$ cat src/rtl/counter_seq_ctrl_if.sv
// rtl/counter_seq_ctrl_if.sv - command and counter-control bundle for counter_seq_ctrl
// master: command source plus the controlled counter; slave: the sequencing controller.
interface counter_seq_ctrl_if #(
   parameter int WIDTH = 8
);
   logic             cmd_valid;
   logic             cmd_ready;
   logic [1:0]       cmd_op;
   logic [WIDTH-1:0] cmd_start;
   logic [WIDTH-1:0] cmd_term;
   logic             cmd_reload;
   logic [WIDTH-1:0] cnt_q;
   logic             cnt_load;
   logic             cnt_enable;
   logic [WIDTH-1:0] cnt_load_value;
   logic             busy;
   logic             done;
   logic [3:0]       wraps;

   modport master (
      output cmd_valid, cmd_op, cmd_start, cmd_term, cmd_reload, cnt_q,
      input  cmd_ready, cnt_load, cnt_enable, cnt_load_value, busy, done, wraps
   );

   modport slave (
      input  cmd_valid, cmd_op, cmd_start, cmd_term, cmd_reload, cnt_q,
      output cmd_ready, cnt_load, cnt_enable, cnt_load_value, busy, done, wraps
   );
endinterface

$ cat src/rtl/counter_seq_ctrl.sv
// rtl/counter_seq_ctrl.sv - START/PAUSE/RESUME/ABORT sequencer driving an external load/enable counter
// Registered outputs except cnt_enable and cmd_ready, which decode directly from state.
module counter_seq_ctrl #(
   parameter int WIDTH = 8
) (
   input  logic                clk,
   input  logic                rst,
   counter_seq_ctrl_if.slave   bus
);
   typedef enum logic [2:0] {
      S_IDLE   = 3'd0,
      S_LOAD   = 3'd1,
      S_RUN    = 3'd2,
      S_PAUSED = 3'd3,
      S_DONE   = 3'd4
   } state_t;

   localparam logic [1:0] OP_START  = 2'b00;
   localparam logic [1:0] OP_PAUSE  = 2'b01;
   localparam logic [1:0] OP_RESUME = 2'b10;
   localparam logic [1:0] OP_ABORT  = 2'b11;

   state_t           state_q, state_d;
   logic [WIDTH-1:0] start_q, start_d;
   logic [WIDTH-1:0] term_q, term_d;
   logic             reload_q, reload_d;
   logic [3:0]       wraps_q, wraps_d;
   logic             cnt_load_q, cnt_load_d;
   logic             done_q, done_d;
   logic             busy_q, busy_d;

   logic cmd_ready;
   logic cmd_acc;
   logic term_hit;

   assign cmd_ready = (state_q == S_IDLE) || (state_q == S_RUN) || (state_q == S_PAUSED);
   assign cmd_acc   = bus.cmd_valid && cmd_ready;
   assign term_hit  = (bus.cnt_q == term_q);

   always_ff @(posedge clk) begin
      if (rst) begin
         state_q    <= S_IDLE;
         start_q    <= '0;
         term_q     <= '0;
         reload_q   <= 1'b0;
         wraps_q    <= 4'd0;
         cnt_load_q <= 1'b0;
         done_q     <= 1'b0;
         busy_q     <= 1'b0;
      end else begin
         state_q    <= state_d;
         start_q    <= start_d;
         term_q     <= term_d;
         reload_q   <= reload_d;
         wraps_q    <= wraps_d;
         cnt_load_q <= cnt_load_d;
         done_q     <= done_d;
         busy_q     <= busy_d;
      end
   end

   // ABORT outranks the terminal match, which in turn outranks PAUSE.
   always_comb begin
      state_d = state_q;
      case (state_q)
         S_IDLE: begin
            if (cmd_acc && bus.cmd_op == OP_START) state_d = S_LOAD;
         end
         S_LOAD: state_d = S_RUN;
         S_RUN: begin
            if (cmd_acc && bus.cmd_op == OP_ABORT)      state_d = S_IDLE;
            else if (term_hit)                          state_d = reload_q ? S_LOAD : S_DONE;
            else if (cmd_acc && bus.cmd_op == OP_PAUSE) state_d = S_PAUSED;
         end
         S_PAUSED: begin
            if (cmd_acc && bus.cmd_op == OP_RESUME)     state_d = S_RUN;
            else if (cmd_acc && bus.cmd_op == OP_ABORT) state_d = S_IDLE;
         end
         S_DONE:  state_d = S_IDLE;
         default: state_d = S_IDLE;
      endcase
   end

   always_comb begin
      start_d  = start_q;
      term_d   = term_q;
      reload_d = reload_q;
      wraps_d  = wraps_q;
      if (state_q == S_IDLE && cmd_acc && bus.cmd_op == OP_START) begin
         start_d  = bus.cmd_start;
         term_d   = bus.cmd_term;
         reload_d = bus.cmd_reload;
         wraps_d  = 4'd0;
      end else if (state_q == S_RUN && state_d == S_LOAD && wraps_q != 4'hF) begin
         wraps_d  = wraps_q + 4'd1;
      end
      cnt_load_d = (state_d == S_LOAD);
      done_d     = (state_d == S_DONE);
      busy_d     = (state_d != S_IDLE);
   end

   assign bus.cmd_ready      = cmd_ready;
   assign bus.cnt_enable     = (state_q == S_RUN) && !term_hit;
   assign bus.cnt_load       = cnt_load_q;
   assign bus.cnt_load_value = start_q;
   assign bus.done           = done_q;
   assign bus.busy           = busy_q;
   assign bus.wraps          = wraps_q;
endmodule
$ cat src/flat_wrapper.sv
// flat-port wrapper written by rule: the top's interface ports become plain ports
module counter_seq_ctrl_flat 
#(
   parameter int WIDTH = 8
)
  (clk, rst, bus_cmd_valid, bus_cmd_op, bus_cmd_start, bus_cmd_term, bus_cmd_reload, bus_cnt_q, bus_cmd_ready, bus_cnt_load, bus_cnt_enable, bus_cnt_load_value, bus_busy, bus_done, bus_wraps);
  counter_seq_ctrl_if #(.WIDTH(WIDTH)) bus_i ();
  input  logic clk;
  input  logic rst;
  input wire logic [$bits(bus_i.cmd_valid)-1:0] bus_cmd_valid;
  input wire logic [$bits(bus_i.cmd_op)-1:0] bus_cmd_op;
  input wire logic [$bits(bus_i.cmd_start)-1:0] bus_cmd_start;
  input wire logic [$bits(bus_i.cmd_term)-1:0] bus_cmd_term;
  input wire logic [$bits(bus_i.cmd_reload)-1:0] bus_cmd_reload;
  input wire logic [$bits(bus_i.cnt_q)-1:0] bus_cnt_q;
  output wire logic [$bits(bus_i.cmd_ready)-1:0] bus_cmd_ready;
  output wire logic [$bits(bus_i.cnt_load)-1:0] bus_cnt_load;
  output wire logic [$bits(bus_i.cnt_enable)-1:0] bus_cnt_enable;
  output wire logic [$bits(bus_i.cnt_load_value)-1:0] bus_cnt_load_value;
  output wire logic [$bits(bus_i.busy)-1:0] bus_busy;
  output wire logic [$bits(bus_i.done)-1:0] bus_done;
  output wire logic [$bits(bus_i.wraps)-1:0] bus_wraps;
  assign bus_i.cmd_valid = bus_cmd_valid;
  assign bus_i.cmd_op = bus_cmd_op;
  assign bus_i.cmd_start = bus_cmd_start;
  assign bus_i.cmd_term = bus_cmd_term;
  assign bus_i.cmd_reload = bus_cmd_reload;
  assign bus_i.cnt_q = bus_cnt_q;
  assign bus_cmd_ready = bus_i.cmd_ready;
  assign bus_cnt_load = bus_i.cnt_load;
  assign bus_cnt_enable = bus_i.cnt_enable;
  assign bus_cnt_load_value = bus_i.cnt_load_value;
  assign bus_busy = bus_i.busy;
  assign bus_done = bus_i.done;
  assign bus_wraps = bus_i.wraps;
  counter_seq_ctrl #(.WIDTH(WIDTH)) u_core (.clk(clk), .rst(rst), .bus(bus_i));
endmodule
$ cat config.mk
export PLATFORM = sky130hd
export DESIGN_NAME = counter_seq_ctrl_flat
export DESIGN_NICKNAME = d
export VERILOG_FILES = /design/src/rtl/counter_seq_ctrl_if.sv /design/src/rtl/counter_seq_ctrl.sv /design/src/flat_wrapper.sv
export SDC_FILE = /design/constraint.sdc
export NUM_CORES = 1
export LEC_CHECK = 0
export BUFFER_PORTS_ARGS = -buffer_cell sky130_fd_sc_hd__buf_2
export CORE_MARGIN = 4
export CORE_UTILIZATION = 40
export DETAILED_ROUTE_END_ITERATION = 8
export HOLD_SLACK_MARGIN = 0.02
export PLACE_DENSITY = 0.71
export SYNTH_ARGS = -nofsm -noshare
export SYNTH_HDL_FRONTEND = slang
export SYNTH_SLANG_ARGS = --single-unit
$ cat constraint.sdc
create_clock -name clk -period 5.5 [get_ports clk]
set_input_delay 1.1 -clock clk [delete_from_list [all_inputs] [get_ports clk]]
set_output_delay 1.1 -clock clk [all_outputs]
set_load 0.01 [all_outputs]
==> impl_metrics.yaml <==
run_status:
  status: "completed"
synthesis:
  synthFlopType: "dfxtp_1"
  syn_area_um2: 1200
  synthCells: 123
  syn_nets: 154
  synth-edff-count: 0
  syn_avg_cell_area_um2: 9.75
  seq_area_frac_synth_pct: 45.1
  async_reset_ff_share_pct: 0
  ys_seq_elements: 27
  ys_warn_count: 0
  yosys.cell_types.count: 33
timing:
  slew_violations: 0
  whs_ns: 0.508
  setup_viol: 0
  timing.final.crit_share_pct: 59.3
  post-route-min-period_ns: 3.26
  hold_viol_final: 0
  fin_setup_tns_ns: 0
  maxClockFrequency_mhz: 306
  fin_skew_ns: 0.00853
  worst_pin_slew_ns: 0.438
  max_slew_margin_pct: 70.6
  rsz0062_at_grt: "no"
  fin_ws_ns: 2.24
floorplanning:
  core_area_um2: 2810
  die_x_um: 62.7
  std_cell_rows: 19
  ioPinCount: 47
  die_y_um: 62.7
  die_area_um2: 3940
  start_util_pct: 42.7
setup_path:
  cp_max_fo: 5
  crit_chain: "buf_2, xnor2_1, nand4_1, or2_4, and2_2, buf_2"
  cp_slowest_cell: "or2_4"
  slowest_delay_ns: 0.32
  endpoint_kind: "output port"
  startpoint_type: "input port"
  crit_required_ns: 4.40
  path_common_cell: "buf_2"
  critPathTopFamily: "simple AND/OR/NAND/NOR gates"
  crit_type: "in2out"
  path_buf_inv: 2
  crit_arrival_ns: 2.16
cells_and_area:
  antenna_cells: 0
  layout_commonest_cell: "buf_2"
  syn2layout_area_growth_pct: 23.8
  nets: 201
  fillerInstances: 272
  drive_above_1_share_pct: 34.9
  layout_common_cells: "46 x buf_2, 27 x dfxtp_1, 20 x nor2_1"
  multi_input_area_um2: 621
  regArea_um2: 541
  stdcell_count: 200
detailed_routing:
  dr.pass1.iters: 4
  wl_per_cell_um: 12.5
  drc: 0
  via_per_inst: 5.13
  first_iter_violations: 39
  routed_wl_um: 2510
  via_count: 1026
  ant_nets: 0
worst_hold_path:
  hold_path.class: "reg2reg"
place:
  gp_congestion: 0.813
  port_buffers: 46
  placedCellCount: 196
  dp_hpwl_um: 1970
  pre_cts_slack_ns: 2.23
power_and_ir_drop:
  vdd_drop_max_v: 0.000150
  p_per_area_nw_per_um2: 225
  total_power_mw: 0.334
  p_leak_nw: 0.647
clock_network:
  post_cts_buffers: 0
  clk_latency_ns: 0.32
  cts_buffers: 3
  htree_levels: 1
  cts_root_buf: "clkbuf_4"
  cts_tree: "built"
  clk_transition_reported_paths_ns: 0.15
  cts.repair.resized: 0
  cts_hold_buf: 0
  clock-sinks: 27
  clockBufferDepth: 2
global_route:
  grtUsageTotal_pct: 13.3
  grt_start_max_net_pins: 27
  grt_pass1_vias: 1054
  antenna_found_initial: 0
  overflow: 0
  grt_pass1_wl_um: 4370
job:
  drv_cap: 0
## path summary, 6_finish.rpt
| check | from | end | slack [ns] | depth (start not counted) |
|---|---|---|---|---|
| worst max-delay path | bus_cnt_q[5] | bus_cnt_enable | 2.24 | 6 |
| worst min-delay path | u_core.reload_q | u_core.state_q[2] | 0.51 | 1 |
| worst max register to register | u_core.term_q[2] | u_core.bus.busy | 3.68 | 5 |
| worst min register to register | u_core.reload_q | u_core.state_q[2] | 0.51 | 1 |
## worst reg2reg max path, delay by kind of cell, from the launching register on
kind	cells	cell delay, ns
AO/OA/AOI/OAI	1	0.35
XOR/XNOR	1	0.18
flip-flops	1	0.35
AND/OR/NAND/NOR	3	0.84
## through the flow
step / util, % / instance area (um2)
3_3_place_gp: 51.9 / 1460
3_5_place_dp: 51.9 / 1460
6_report: 52.9 / 1480
2_1_floorplan: - / 1200
4_1_cts: 52.9 / 1480
5_1_grt: 52.9 / 1480
## per-layer routing
| layer | up-vias | global-route usage, % | part of all wire [%] |
|---|---|---|---|
| met5 | - | 0 | 0 |
| met2 | 40 | 24.5 | 47 |
| li1 | 520 | - | - |
| met3 | 6 | 5.04 | 10 |
| met4 | 0 | 4.41 | 1.4 |
| met1 | 460 | 13.8 | 42 |
## logic make-up (layout without fill, tap and decap cells)
kind of cell | Yosys count | count (layout) | share of synthesized area (%)
buffers and inverters | 10 | 56 | 3.34
AOI/OAI and AO/OA | 12 | 12 | 8.04
and+or+nand+nor | 46 | 46 | 20.3
xor gates and xnor gates | 9 | 9 | 7.20
DFF | 27 | 27 | 45.1
adders and majority gates | 1 | 1 | 1.04
muxes | 18 | 18 | 15.0
## cell usage after synthesis (2+ instances only)
library cell | n | area (um2)
a211oi_1 | 3 | 22.5
and3_1 | 2 | 12.5
buf_2 | 2 | 10.0
clkbuf_1 | 2 | 7.51
dfxtp_1 | 27 | 541
inv_1 | 5 | 18.8
mux2i_1 | 18 | 180
nand2_1 | 2 | 7.51
nand3_1 | 6 | 30.0
nor2_1 | 21 | 78.8
nor3_1 | 6 | 30.0
xnor2_1 | 8 | 70.1
## state kept, by name, summed over array words and instances, names as in the netlist
signal	cells
u_core.term_q	8
u_core.bus.wraps	4
u_core.bus.cnt_load_value	8
u_core.bus.done	1
u_core.state_q	3
u_core.bus.busy	1
u_core.bus.cnt_load	1
u_core.reload_q	1
## where the power goes
| group | total [mW] | switching [mW] | internal, mW |
|---|---|---|---|
| logic | 0.0443 | 0.0217 | 0.0225 |
| registers | 0.205 | 0.00374 | 0.201 |
| clock network | 0.0844 | 0.0571 | 0.0272 |
## cell type report
| type | count | area share, % |
|---|---|---|
| timing repair buffer | 47 | 16.0 |
| sequential | 27 | 36.4 |
| clock inverter | 1 | 0.337 |
| tap | 31 | 2.61 |
| inverter | 5 | 1.26 |
| multi-input combinational | 86 | 41.8 |
| clock buffer | 3 | 1.52 |
(Power assumes the default switching activity.)
